$ cat src/rtl/present80_serial_engine_if.sv
// Bus between the nibble-bus register front end and the PRESENT-80 engine.
// Optional macro PRESENT_ROUNDCNT_EN adds the Round_ob progress field.
interface present80_serial_engine_if;
    logic [63:0] PlainText_ib;
    logic [79:0] Key_ib;
    logic        Start_i;
    logic [63:0] CipherText_ob;
    logic        Ready_o;
`ifdef PRESENT_ROUNDCNT_EN
    logic [4:0]  Round_ob;
`endif

    // Front end side: drives operands and start, reads result and status.
    modport master (
        output PlainText_ib, Key_ib, Start_i,
`ifdef PRESENT_ROUNDCNT_EN
        input  Round_ob,
`endif
        input  CipherText_ob, Ready_o
    );

    // Engine side.
    modport slave (
        input  PlainText_ib, Key_ib, Start_i,
`ifdef PRESENT_ROUNDCNT_EN
        output Round_ob,
`endif
        output CipherText_ob, Ready_o
    );
endinterface

$ cat src/rtl/present80_serial_engine.sv
// Nibble-serial PRESENT-80 encryption engine.
// One shared state S-box walks the 64-bit state a nibble per cycle; the key
// schedule has its own S-box and updates in the permutation cycle.
// Round timing: ADDKEY (1) + SBOX (16) + PERM (1) = 18 cycles per round,
// plus one FINAL cycle for the closing key whitening.
// Optional macro PRESENT_ROUNDCNT_EN exports the round counter as Round_ob.
module present80_serial_engine #(
    parameter int ROUNDS = 31
) (
    input logic                      Clk_ik,
    input logic                      Reset_ir,
    present80_serial_engine_if.slave bus
);

    localparam logic [4:0] LAST_ROUND = ROUNDS[4:0];

    typedef enum logic [2:0] {
        IDLE   = 3'd0,
        ADDKEY = 3'd1,
        SBOX   = 3'd2,
        PERM   = 3'd3,
        FINAL  = 3'd4
    } state_e;

    state_e      state_q, state_d;
    logic [63:0] st_q,    st_d;
    logic [79:0] key_q,   key_d;
    logic [4:0]  round_q, round_d;
    logic [3:0]  nib_q,   nib_d;
    logic [63:0] ct_q,    ct_d;
    logic        ready_q, ready_d;

    function automatic logic [3:0] sbox(input logic [3:0] x);
        logic [3:0] y;
        case (x)
            4'h0: y = 4'hC;
            4'h1: y = 4'h5;
            4'h2: y = 4'h6;
            4'h3: y = 4'hB;
            4'h4: y = 4'h9;
            4'h5: y = 4'h0;
            4'h6: y = 4'hA;
            4'h7: y = 4'hD;
            4'h8: y = 4'h3;
            4'h9: y = 4'hE;
            4'hA: y = 4'hF;
            4'hB: y = 4'h8;
            4'hC: y = 4'h4;
            4'hD: y = 4'h7;
            4'hE: y = 4'h1;
            default: y = 4'h2;
        endcase
        return y;
    endfunction

    // Bit permutation: bit i lands at 16*i mod 63, bit 63 is fixed.
    function automatic logic [63:0] player(input logic [63:0] s);
        logic [63:0] p;
        p = '0;
        for (int i = 0; i < 63; i++) begin
            p[(16 * i) % 63] = s[i];
        end
        p[63] = s[63];
        return p;
    endfunction

    // Key schedule step using the counter of the round just completed.
    function automatic logic [79:0] key_update(input logic [79:0] k,
                                               input logic [4:0]  rnd);
        logic [79:0] kr;
        kr          = {k[18:0], k[79:19]};
        kr[79:76]   = sbox(kr[79:76]);
        kr[19:15]   = kr[19:15] ^ rnd;
        return kr;
    endfunction

    // State register and datapath registers; reset aborts any run in flight.
    always_ff @(posedge Clk_ik) begin
        if (Reset_ir) begin
            state_q <= IDLE;
            st_q    <= '0;
            key_q   <= '0;
            round_q <= '0;
            nib_q   <= '0;
            ct_q    <= '0;
            ready_q <= 1'b1;
        end else begin
            state_q <= state_d;
            st_q    <= st_d;
            key_q   <= key_d;
            round_q <= round_d;
            nib_q   <= nib_d;
            ct_q    <= ct_d;
            ready_q <= ready_d;
        end
    end

    // Next-state sequencing; Start_i only matters in IDLE.
    always_comb begin
        state_d = state_q;
        case (state_q)
            IDLE:    if (bus.Start_i) state_d = ADDKEY;
            ADDKEY:  state_d = SBOX;
            SBOX:    if (nib_q == 4'hF) state_d = PERM;
            PERM:    state_d = (round_q == LAST_ROUND) ? FINAL : ADDKEY;
            FINAL:   state_d = IDLE;
            default: state_d = IDLE;
        endcase
    end

    // Datapath and output updates per state; everything holds by default.
    always_comb begin
        st_d    = st_q;
        key_d   = key_q;
        round_d = round_q;
        nib_d   = nib_q;
        ct_d    = ct_q;
        ready_d = ready_q;
        case (state_q)
            IDLE: begin
                if (bus.Start_i) begin
                    st_d    = bus.PlainText_ib;
                    key_d   = bus.Key_ib;
                    round_d = 5'd1;
                    nib_d   = 4'd0;
                    ready_d = 1'b0;
                end
            end
            ADDKEY: begin
                st_d = st_q ^ key_q[79:16];
            end
            SBOX: begin
                // Rotate right by a nibble; the substituted low nibble enters
                // at the top, so 16 steps restore the original order.
                st_d  = {sbox(st_q[3:0]), st_q[63:4]};
                nib_d = nib_q + 4'd1;
            end
            PERM: begin
                st_d  = player(st_q);
                key_d = key_update(key_q, round_q);
                if (round_q != LAST_ROUND) round_d = round_q + 5'd1;
            end
            FINAL: begin
                ct_d    = st_q ^ key_q[79:16];
                ready_d = 1'b1;
                round_d = 5'd0;
            end
            default: ;
        endcase
    end

    assign bus.CipherText_ob = ct_q;
    assign bus.Ready_o       = ready_q;
`ifdef PRESENT_ROUNDCNT_EN
    assign bus.Round_ob      = round_q;
`endif

endmodule
$ cat src/flat_wrapper.sv
// flat-port wrapper written by rule: the top's interface ports become plain ports
module present80_serial_engine_flat 
#(
    parameter int ROUNDS = 31
)
  (Clk_ik, Reset_ir, bus_PlainText_ib, bus_Key_ib, bus_Start_i, bus_CipherText_ob, bus_Ready_o);
  present80_serial_engine_if bus_i ();
  input logic Clk_ik;
  input logic Reset_ir;
  input wire logic [$bits(bus_i.PlainText_ib)-1:0] bus_PlainText_ib;
  input wire logic [$bits(bus_i.Key_ib)-1:0] bus_Key_ib;
  input wire logic [$bits(bus_i.Start_i)-1:0] bus_Start_i;
  output wire logic [$bits(bus_i.CipherText_ob)-1:0] bus_CipherText_ob;
  output wire logic [$bits(bus_i.Ready_o)-1:0] bus_Ready_o;
  assign bus_i.PlainText_ib = bus_PlainText_ib;
  assign bus_i.Key_ib = bus_Key_ib;
  assign bus_i.Start_i = bus_Start_i;
  assign bus_CipherText_ob = bus_i.CipherText_ob;
  assign bus_Ready_o = bus_i.Ready_o;
  present80_serial_engine #(.ROUNDS(ROUNDS)) u_core (.Clk_ik(Clk_ik), .Reset_ir(Reset_ir), .bus(bus_i));
endmodule
$ cat config.mk
export PLATFORM = sky130hd
export DESIGN_NAME = present80_serial_engine_flat
export DESIGN_NICKNAME = d
export VERILOG_FILES = /design/src/rtl/present80_serial_engine_if.sv /design/src/rtl/present80_serial_engine.sv /design/src/flat_wrapper.sv
export SDC_FILE = /design/constraint.sdc
export NUM_CORES = 1
export LEC_CHECK = 0
export ABC_CLOCK_PERIOD_IN_PS = 3400
export CAP_MARGIN = 25
export CORE_ASPECT_RATIO = 1.4
export CORE_MARGIN = 1.5
export CORE_UTILIZATION = 53
export CTS_CLUSTER_DIAMETER = 40
export DETAILED_ROUTE_END_ITERATION = 7
export HOLD_SLACK_MARGIN = 0.02
export PLACE_DENSITY = 0.91
export SYNTH_ARGS = -nofsm -noshare
export SYNTH_HDL_FRONTEND = slang
export SYNTH_SLANG_ARGS = --single-unit
$ cat constraint.sdc
create_clock -name Clk_ik -period 3.4 [get_ports Clk_ik]
set_clock_uncertainty 0.1 [all_clocks]
set_input_delay 0.68 -clock Clk_ik [delete_from_list [all_inputs] [get_ports Clk_ik]]
set_output_delay 0.68 -clock Clk_ik [all_outputs]
set_load 0.01 [all_outputs]
---- Word level (Yosys, flattened, before mapping) ----
Memories as Yosys holds them, arrays and structs flattened. A register that Yosys moved wholly into a read port is not among the register bits.
Cells that the tools add are included.
W data, S select, Z words.
cells by class
  $add $sub $neg .......................... 2
  $mul .................................... 0
  div/mod/pow operators ................... 0
  order comparisons ....................... 0
  equal/unequal tests ..................... 10
  shift operators ......................... 0
  muxes and demuxes ....................... 17
  bitwise operators ....................... 3
  reductions and logical operators ........ 14
operator list
  operator               count
  $pmux W64 S4           1
  $pmux W80 S2           1
  $mux W80               1
  $mux W64               1
  $xor A64 B64 Y64       1
  $pmux W5 S3            1
  $mux W4                3
  $pmux W3 S4            1
  $mux W5                2
  $reduce_and A2 Y1      5
  $mux W3                3
  $pmux W4 S2            1
  $eq A3 B2 Y1 const B   2
  $reduce_and A3 Y1      2
  $reduce_bool A2 Y1     3
  $reduce_bool A3 Y1     2
  $add A5 B1 Y5 const B  1
  $eq A5 B5 Y1 const B   1
  $ne A5 B5 Y1 const B   1
  $xor A5 B5 Y5          1
  $add A4 B1 Y4 const B  1
  $eq A4 B4 Y1 const B   1
  $ne A2 B1 Y1 const B   2
  $reduce_bool A4 Y1     1
  other kinds (7)        7
storage, ports and cells
  register bits ........................... 221
  latch bits .............................. 0
  memory bits (writable) .................. 0
  ROM bits ................................ 128
  bits of input ports ..................... 147
  output and inout port bits .............. 65
  word-level logic and storage cells ...... 56
  memories ................................ 2
memory list
  name             depth  bits a word  read ports  clocked after Yosys merged registers in  wr ports  line                           RTL
  (no name shown)  16     4            1           0                                        0         present80_serial_engine.sv:35  case (x)
  (no name shown)  16     4            1           1                                        0         present80_serial_engine.sv:35

---- Longest topological paths before layout ----
  word-level depth ........................ 5
  mapped depth ............................ 12
  mapped depth without buffers ............ 8

---- Worst setup path after synthesis ----
OpenSTA, ideal clock, no wires.
  kind .................................... input -> register
  from .................................... in bus_Start_i
  to ...................................... reg (tool-made name)
  library setup time ...................... 0.123 ns
  arrival ................................. 2.446 ns
  required time ........................... 3.177 ns
  setup slack ............................. 0.731 ns
  cell stages on the path ................. 9
  path buffers ............................ 3
  path through ............................ or4b_4 nand2_1 buf_4 buf_2 buf_2 o32ai_1 ha_1 mux2i_1 mux2_1
RTL lines
  what         line                RTL
  from (decl)  flat_wrapper.sv:12  input wire logic [$bits(bus_i.Start_i)-1:0] bus_Start_i;

==> out/qor.csv <==
stage;metric;value;unit
sta;setup_violations;0;
clock_tree;cts_setup_buffers;0;
synth;ys.flop_type;dfxtp_1;
global_routing;antenna_found_initial;0;
worst_hold_path;hp-class;register to register;
clock_tree;cts-root-buf;clkbuf_16;
clock_tree;cts_resized;0;
clock_tree;htreeDepth;1;
clock_tree;clock_sinks;225;
sta;min_period;2920;ps
synth;synthCells;1397;
setup_path;cp-end-kind;register;
route;wirelength;37.6;mm
run_status;violations;design-rule violations;
sta;setup_tns;0;ps
cells_and_area;fin_cells;1796;
synth;synth_edf_count;0;
clock_tree;clk_latency;530;ps
route;wire_per_inst;21.0;um
sta;relSlewSlack;30.2;%
global_routing;grt_first_pass_wirelength;58.1;mm
sta;worstMarginPinSlew;1050;ps
route;dr.pass1.iters;8;
synth;synthesis.area;11200;sq um
setup_path;cp.arrival;3240;ps
die;die_y;175;um
setup_path;crit_type;register to register;
synth;async_flop_share;0;%
setup_path;r2r_slack;480;ps
sta;slew_viol_final;0;
synth;syn-num-nets;1557;
place;io_buffers;211;
setup_path;path_delay_family;compound AO/OA/AOI/OAI gates;
die;start_util;54.2;%
synth;syn_avg_cell_area;8.01;sq um
synth;yosysSeqAreaShare;40.3;%
sta;rsz0062_at_grt;false;
synth;yosysWarnings;0;
synth;ys_ff_latch;225;
synth;synth_area_leaders;dfxtp_1 (40%), nand2_1 (9.9%), nor2_1 (6.6%);
pwr;power_density;538;nW/um^2
clock_tree;cts_made_buffers;25;
setup_path;rr_startpoint;u_core.state_q[0]$_SDFFE_PP0P_;
setup_path;worst_path_max_delay_cell;dfxtp_4;
setup_path;start_kind;register;
setup_path;crit_start;u_core.state_q[0]$_SDFFE_PP0P_;
setup_path;timing.critical_path.buf_inv;1;
die;ios;212;
setup_path;cp_slowest_stage_delay;670;ps
setup_path;critPathRequiredTime;3710;ps
route;vias;11500;
die;fp.coreArea;20600;sq um
setup_path;ff2ff_path_depth;8;
clock_tree;cts_hold_buffers;0;
clock_tree;clkTransAtPathRegs;70;ps
route;ant_nets;0;
cells_and_area;nets;1681;
place;gp_congestion;0.974;
synth;synthDistinctLibCells;53;
cells_and_area;num-fill-cells;1630;
place;dpl.hpwl;26.7;mm
clock_tree;clock_path_buffers;3;
setup_path;path_max_fanout;45;
global_routing;grt.overflow.total;0;
place;dp.cells;1750;
setup_path;path_cells;and3b_2 -> nor2_1 -> o32ai_1 -> inv_1 -> ha_1 -> o21ai_0 -> mux2i_1 -> mux2_1;
run;drv_cap;0;
run_status;status;complete, but fails checks;
sta;hold_violations;0;
route;drtIter0Drc;1672;
route;vias_per_cell;6.38;
cells_and_area;insertedDiodeCount;0;
sta;final.period_utilization;86.0;%
global_routing;grt_usage;33.3;%
global_routing;grt_pass1_vias;10700;
die;dieArea;22000;sq um
synth;yosysTopAreaCell;dfxtp_1;
route;drc;13;
die;row_count;62;
synth;yosysTopAreaCellShare;40.3;%
cells_and_area;fin_util;68.3;%
cells_and_area;syn2layout_area_growth;26.0;%
sta;max_freq;342;MHz
setup_path;path_depth;8;
pwr;p_leak;4.90;nW
clock_tree;cts_tree;built;
die;fp.dieW;126;um
cells_and_area;drive_above_1_share;5.19;%
global_routing;grt_max_degree;161;
pwr;peakVddDrop;0.434;mV
-- metrics by stage --
step                      hold slack [ps]  setup WS, ps  power (W)  cell area [sq um]
after floorplan                       340           731    0.00425              11200
after global placement                345           203    0.00480              13300
after detailed placement              356          79.3    0.00485              13300
after CTS                             360           523    0.00752              14100
after global routing                  376           255    0.00783              14100
final                                 356           476    0.00758              14100
-- final cells by class --
type                            count  area [sq um]  share of cell area (%)
Clock inverter                     14           148                    1.05
Inverter                           19          71.3                   0.506
Timing Repair Buffer              230          2310                    16.4
Clock buffer                       32           672                    4.77
Tap cell                          256           320                    2.27
Sequential cell                   225          4510                    32.0
Multi-Input combinational cell   1020          6060                    43.0
-- cells in the mapped netlist (2+ instances only) --
cell type / count
a211o_1: 3
a211oi_1: 65
a21o_1: 3
a21oi_1: 37
a221o_1: 21
a22oi_1: 9
a311oi_1: 76
a32oi_1: 34
and3_1: 3
buf_1: 12
buf_2: 47
buf_4: 2
clkbuf_1: 72
dfxtp_1: 225
ha_1: 13
inv_1: 18
mux2_2: 3
mux2_4: 2
mux2i_1: 10
mux4_2: 2
nand2_1: 295
nand2b_1: 3
nand3_1: 33
nand3b_1: 2
nand4_1: 2
nor2_1: 196
nor2b_1: 9
nor3_1: 2
o211ai_1: 85
o21ai_0: 16
o221ai_1: 2
o22ai_1: 2
o32ai_1: 3
or3_1: 3
xnor2_1: 65
xor2_1: 5
-- power by group --
part	internal (W)	switching (W)	leakage, nW
logic	0.000715	0.000888	2.65
clock network	0.00157	0.00114	0.393
registers	0.00289	0.000384	1.85
-- registers in the layout, indices dropped and copies added, names as in the netlist, named ones only --
name / count
u_core.nib_q: 4
u_core.state_q: 3
u_core.key_q: 80
u_core.st_q: 64
u_core.round_q: 5
u_core.bus.CipherText_ob: 64
u_core.bus.Ready_o: 1
-- placed cells by master, fill, tap and decap left out, drive strengths merged, types with 4 or more instances in the layout --
master         count
nand2            295
dfxtp            225
clkdlybuf4s50    210
nor2             196
o211ai            85
a311oi            76
xnor2             65
a211oi            65
a21oi             38
a32oi             34
nand3             33
clkbuf            32
inv               23
a221o             21
buf               20
o21ai             17
ha                13
mux2i             10
a22oi              9
nor2b              9
mux2               6
xor2               5
clkinv             4
clkinvlp           4
-- worst min path at each step --
| stage | start | end | slack, ps | cells past startpoint |
|---|---|---|---|---|
| 2_1_floorplan | register | u_core.key_q[76]$_SDFFE_PP0N_ | 340 | 2 |
| 3_3_place_gp | register | u_core.key_q[79]$_SDFFE_PP0N_ | 340 | 2 |
| 3_5_place_dp | u_core.bus.Ready_o$_SDFFE_PP1P_ | u_core.bus.Ready_o$_SDFFE_PP1P_ | 360 | 1 |
| 4_1_cts | register | u_core.key_q[79]$_SDFFE_PP0N_ | 360 | 2 |
| 5_1_grt | register | u_core.key_q[79]$_SDFFE_PP0N_ | 380 | 2 |
| 6_report | register | u_core.key_q[79]$_SDFFE_PP0N_ | 360 | 2 |
-- worst register-to-register path, cell delays in order, from the launching register on --
cell and delay, ps:
dfxtp_4 670, and3b_2 380, nor2_1 100, o32ai_1 620
inv_1 170, ha_1 260, o21ai_0 140, mux2i_1 80
mux2_1 270
-- layer usage --
| metal | track usage [%] | wire length [um] |
|---|---|---|
| met1 | 41.8 | 13700 |
| met2 | 53.5 | 17400 |
| met3 | 4.59 | 3760 |
| met4 | 21.6 | 2770 |
| met5 | 0 | 0 |
-- logic make-up (layout without fill, tap and decap cells) --
logic type,after synthesis,after routing,synth area share [%]
and+or+nand+nor,555,555,20.0
AOI/OAI and AO/OA,364,364,25.1
DFF,225,225,40.3
buffers and inverters,152,295,5.69
xor gates and xnor gates,70,70,5.48
muxes,18,18,1.97
adders and majority gates,13,13,1.45
(Power assumes the default switching activity.)
